--- config.mk ---
export PLATFORM = sky130hd
export DESIGN_NAME = pipe_stall_ctrl
export DESIGN_NICKNAME = d
export VERILOG_FILES = /design/src/rtl/pipe_stall_ctrl.sv
export SDC_FILE = /design/constraint.sdc
export NUM_CORES = 1
export LEC_CHECK = 0
export ABC_AREA = 1
export BUFFER_PORTS_ARGS = -buffer_cell sky130_fd_sc_hd__buf_2
export CORE_UTILIZATION = 51
export CTS_BUF_LIST = sky130_fd_sc_hd__clkbuf_4
export DETAILED_ROUTE_END_ITERATION = 8
export GPL_TIMING_DRIVEN = 0
export PLACE_DENSITY = 0.83
export SKIP_CTS_REPAIR_TIMING = 1
export SLEW_MARGIN = 20
export SYNTH_ARGS = -nofsm -noshare
export SYNTH_HDL_FRONTEND = slang
export SYNTH_SLANG_ARGS = --single-unit
--- constraint.sdc ---
create_clock -name clk -period 1.5 [get_ports clk]
set_input_delay 0.075 -clock clk [delete_from_list [all_inputs] [get_ports clk]]
set_output_delay 0.075 -clock clk [all_outputs]
set_load 0.02 [all_outputs]
--- src/rtl/pipe_stall_ctrl.sv ---
// Stall/flush sequencer: merges load-use, divide and branch stalls into front-end enables.
// Mealy outputs in RUN; divide holds the front end for DIV_CYCLES cycles; branch flush spans 2 cycles.
module pipe_stall_ctrl #(
    parameter int ADDR_W     = 4,
    parameter int DIV_CYCLES = 16,
    parameter int CNT_W      = 16
) (
    input  logic              clk,
    input  logic              rst,
    input  logic [ADDR_W-1:0] EX_write_addr,
    input  logic [ADDR_W-1:0] DE_op1_addr,
    input  logic [ADDR_W-1:0] DE_op2_addr,
    input  logic              EX_readbit,
    input  logic              DE_div,
    input  logic              EX_branch_taken,
    output logic              fetchbuffenable,
    output logic              pcenable,
    output logic              zerocontrol,
    output logic              flush,
    output logic              div_go,
    output logic              div_wb,
    output logic [CNT_W-1:0]  stall_count
);

    localparam int DW = $clog2(DIV_CYCLES + 1);

    typedef enum logic [1:0] {
        RUN      = 2'd0,
        DIV_WAIT = 2'd1,
        FLUSH    = 2'd2
    } state_t;

    state_t            state_q, state_d;
    logic [DW-1:0]     div_cnt_q, div_cnt_d;
    logic [CNT_W-1:0]  stall_count_q, stall_count_d;

    logic hz;
    logic hold;
    logic flush_o;
    logic zc_o;
    logic go_o;
    logic wb_o;

    assign hz = !EX_readbit &&
                ((EX_write_addr == DE_op1_addr) || (EX_write_addr == DE_op2_addr));

    always_ff @(posedge clk) begin
        if (rst) begin
            state_q       <= RUN;
            div_cnt_q     <= '0;
            stall_count_q <= '0;
        end else begin
            state_q       <= state_d;
            div_cnt_q     <= div_cnt_d;
            stall_count_q <= stall_count_d;
        end
    end

    always_comb begin
        state_d   = state_q;
        div_cnt_d = div_cnt_q;
        case (state_q)
            RUN: begin
                if (EX_branch_taken) begin
                    state_d = FLUSH;
                end else if (hz) begin
                    state_d = RUN;
                end else if (DE_div) begin
                    state_d   = DIV_WAIT;
                    div_cnt_d = DW'(DIV_CYCLES - 1);
                end
            end
            DIV_WAIT: begin
                div_cnt_d = div_cnt_q - DW'(1);
                if (div_cnt_q == DW'(1)) begin
                    state_d = RUN;
                end
            end
            FLUSH:   state_d = RUN;
            default: state_d = RUN;
        endcase
    end

    // Reset forces every output low, overriding any in-flight divide or flush.
    always_comb begin
        hold    = 1'b0;
        flush_o = 1'b0;
        zc_o    = 1'b0;
        go_o    = 1'b0;
        wb_o    = 1'b0;
        if (!rst) begin
            case (state_q)
                RUN: begin
                    if (EX_branch_taken) begin
                        flush_o = 1'b1;
                    end else if (hz) begin
                        hold = 1'b1;
                        zc_o = 1'b1;
                    end else if (DE_div) begin
                        hold = 1'b1;
                        zc_o = 1'b1;
                        go_o = 1'b1;
                    end
                end
                DIV_WAIT: begin
                    hold = 1'b1;
                    zc_o = 1'b1;
                    wb_o = (div_cnt_q == DW'(1));
                end
                FLUSH: begin
                    flush_o = 1'b1;
                    zc_o    = 1'b1;
                end
                default: begin
                    hold = 1'b0;
                end
            endcase
        end
    end

    always_comb begin
        stall_count_d = stall_count_q;
        if (hold && (stall_count_q != {CNT_W{1'b1}})) begin
            stall_count_d = stall_count_q + CNT_W'(1);
        end
    end

    assign fetchbuffenable = hold;
    assign pcenable        = hold;
    assign zerocontrol     = zc_o;
    assign flush           = flush_o;
    assign div_go          = go_o;
    assign div_wb          = wb_o;
    assign stall_count     = rst ? '0 : stall_count_q;

endmodule
==> flow_summary.ini <==
[timing]
fin_ws_ps = -231
fin_setup_tns_ps = -3780
slew_headroom_pct = 59.2
worst_slew_pin_slew_ps = 611
rsz0062_at_grt = yes
period_minus_slack_ps = 1730
timing.final.setup_violations = 20
finClkSkew_ps = 2.37
hold_viol_final = 0
whs_ps = 129
timing.final.crit_share_pct = 115
finalMaxSlewViolations = 0
fmax_mhz = 578

[logic_synthesis]
synth.avg_cell_area_um2 = 6.34
synthFlopType = sky130_fd_sc_hd__dfxtp_1
synth.ff_latch_count = 23
synth_edf_count = 0
synthCells = 272
synthesis.nets = 296
seq_area_frac_synth_pct = 26.7
synth_top_area_cell = sky130_fd_sc_hd__dfxtp_1
yosys.area.top_type_share_pct = 26.7
synth_area_mm2 = 0.00173
async_flop_share_pct = 0
synth.lib_cells_used.distinct = 30
ys_top_cells_by_area = sky130_fd_sc_hd__dfxtp_1, sky130_fd_sc_hd__nand2_1, sky130_fd_sc_hd__inv_1
synthesis.yosys.warnings = 0

[placed_design]
gp_routability_congestion = 0.882
post-place-cells = 354
place_worst_setup_slack_ps = -211
dpl-instance-area_mm2 = 0.00200
placement.io_buffers = 38
dpl.hpwl_um = 2960

[worst_setup_path]
worstReg2RegStart = stall_count_q[0]
timing.critical_path.to_type = primary output
endpoint_required_time_on_the_critical_path_ps = 1420
worstPathMaxFanout = 4
crit_start = state_q[1]
arrival_ps = 1660
critical_path.startpoint_type = register
criticalPathCategory = reg -> out

[clock_network]
cts_root_buf = sky130_fd_sc_hd__clkbuf_4
tritoncts.num_buffers = 3
cts-root-to-sink-buffers = 2
clk_latency_ps = 320
clk_transition_reported_paths_ps = 120
cts.htree.levels = 1
clock_tree_from_tritoncts = done
tritoncts_num_sinks = 23

[die]
fp.dieH_um = 60.2
die-area_mm2 = 0.00362
design.core.area_mm2 = 0.00313
die_w_um = 60.2
cell_rows = 20
start_util_pct = 55.2
floorplan.io_pins = 39

[grt]
grt_antenna_before_repair = 0
grt-ovfl-total = 0
track_usage_pct = 23.3
largest_net_degree_at_the_start_of_global_routing = 13
first_global_vias = 1507
grt_pass1_wl_um = 6470

[routing]
drtIter0Drc = 96
route.final.wire_length_um = 4540
detailedRoute.firstPassIterationCount = 4
remaining_drc_errors = 0
post_drt_wl_per_cell_um = 12.3
vias_per_cell = 5.12
route.antenna.remaining_nets = 0
detailroute.via_count = 1891

[run_status]
failing_checks = negative setup slack
run_status = complete, but fails checks

[cells_and_area]
finalNetCount = 350
areaGrowthSynthToFinish_pct = 33.0
utilization_pct = 73.4
layout.cells.non_filler = 369
antenna_cells_inserted = 0
postLayoutCellArea_mm2 = 0.00229
final_layout_size_suffix_gt1_share_pct = 32.9

[power]
power.leakage_nw = 1.08
power.total_mw = 1.42
max-vdd-ir-drop_uv = 459
power_per_cell_area_mw_per_mm2 = 618

[run]
cap_violations = 0

[worst_hold_path]
hold_path.startpoint = rst
hold_path_class = in -> reg
==> cell type report <==
class                   count  area (um2)
flip-flops and latches     23         477
repair buffers             49         308
plain buffers               9        62.6
clock buffers               4        30.0
fillers                   266         833
multi-input cells         195        1190
well taps                  44        55.1
inverters                  45         174
==> cell usage after synthesis (2+ instances only) <==
library cell,count
sky130_fd_sc_hd__inv_1,43
sky130_fd_sc_hd__dfxtp_1,23
sky130_fd_sc_hd__a21oi_2,6
sky130_fd_sc_hd__nor3_1,5
sky130_fd_sc_hd__nand2_1,68
sky130_fd_sc_hd__nor2_1,38
sky130_fd_sc_hd__nand4_1,15
sky130_fd_sc_hd__nand3_1,11
sky130_fd_sc_hd__o21ai_1,2
sky130_fd_sc_hd__clkbuf_1,5
sky130_fd_sc_hd__buf_4,2
sky130_fd_sc_hd__a21oi_1,15
sky130_fd_sc_hd__o21ai_0,2
sky130_fd_sc_hd__xor2_1,14
sky130_fd_sc_hd__nand2_2,2
sky130_fd_sc_hd__ha_1,7
==> critical path, stage by stage (launching register included) <==
cell and delay [ps]:
sky130_fd_sc_hd__dfxtp_4 380, sky130_fd_sc_hd__inv_4 70, sky130_fd_sc_hd__ha_4 140, sky130_fd_sc_hd__inv_2 40, sky130_fd_sc_hd__nor2_4 160, sky130_fd_sc_hd__nand2_4 90, sky130_fd_sc_hd__a21oi_4 190, sky130_fd_sc_hd__buf_4 130
sky130_fd_sc_hd__buf_4 120
==> path summary, 6_finish.rpt <==
kind | cells after the start | endpoint | slack [ps]
worst min register to register | 2 | stall_count_q[15] | 480
worst min-delay path | 4 | stall_count_q[0] | 130
worst max register to register | 10 | stall_count_q[4] | -230
worst max-delay path | 8 | pcenable | -230
==> power breakdown <==
group	leakage, nW	internal (mW)	total (mW)	switching (mW)
sequential	0.190	0.638	0.671	0.0328
clock	0.0184	0.122	0.317	0.194
combinational	0.868	0.176	0.430	0.253
==> registers in the layout, summed over array words and instances, names as in the netlist <==
name and cells:
div_cnt_q 5, stall_count_q 16, state_q 2
==> cells by family (layout without fill, tap and decap cells) <==
family | count (synthesis) | count (layout) | share of synthesized area [%]
AOI/OAI and AO/OA | 28 | 28 | 9.79
DFF | 23 | 23 | 26.7
and+or+nand+nor | 146 | 146 | 38.4
adders and majority gates | 7 | 7 | 5.08
xor gates and xnor gates | 14 | 14 | 7.11
buffers and inverters | 54 | 107 | 12.9
==> cell usage in the layout, fill, tap and decap left out, drive strengths merged <==
cell,synthesis,routed
a211oi,1,1
a21oi,21,21
a31oi,1,1
buf,4,52
clkbuf,5,10
clkinv,1,1
dfxtp,23,23
ha,7,7
inv,44,44
nand2,71,71
nand3,12,12
nand4,15,15
nor2,39,39
nor3,7,7
nor4,1,1
o21ai,4,4
o31ai,1,1
or2,1,1
xor2,14,14
==> layer usage <==
metal | global-route usage (%) | routed length, um | vias to the layer above
met5 | 0 | 0 | -
met4 | 6.64 | 56 | 0
met3 | 4.76 | 207 | 8
met2 | 38.5 | 2250 | 53
met1 | 30.2 | 2030 | 868
li1 | - | - | 962
Note: power is estimated with default switching activity, not from simulation.
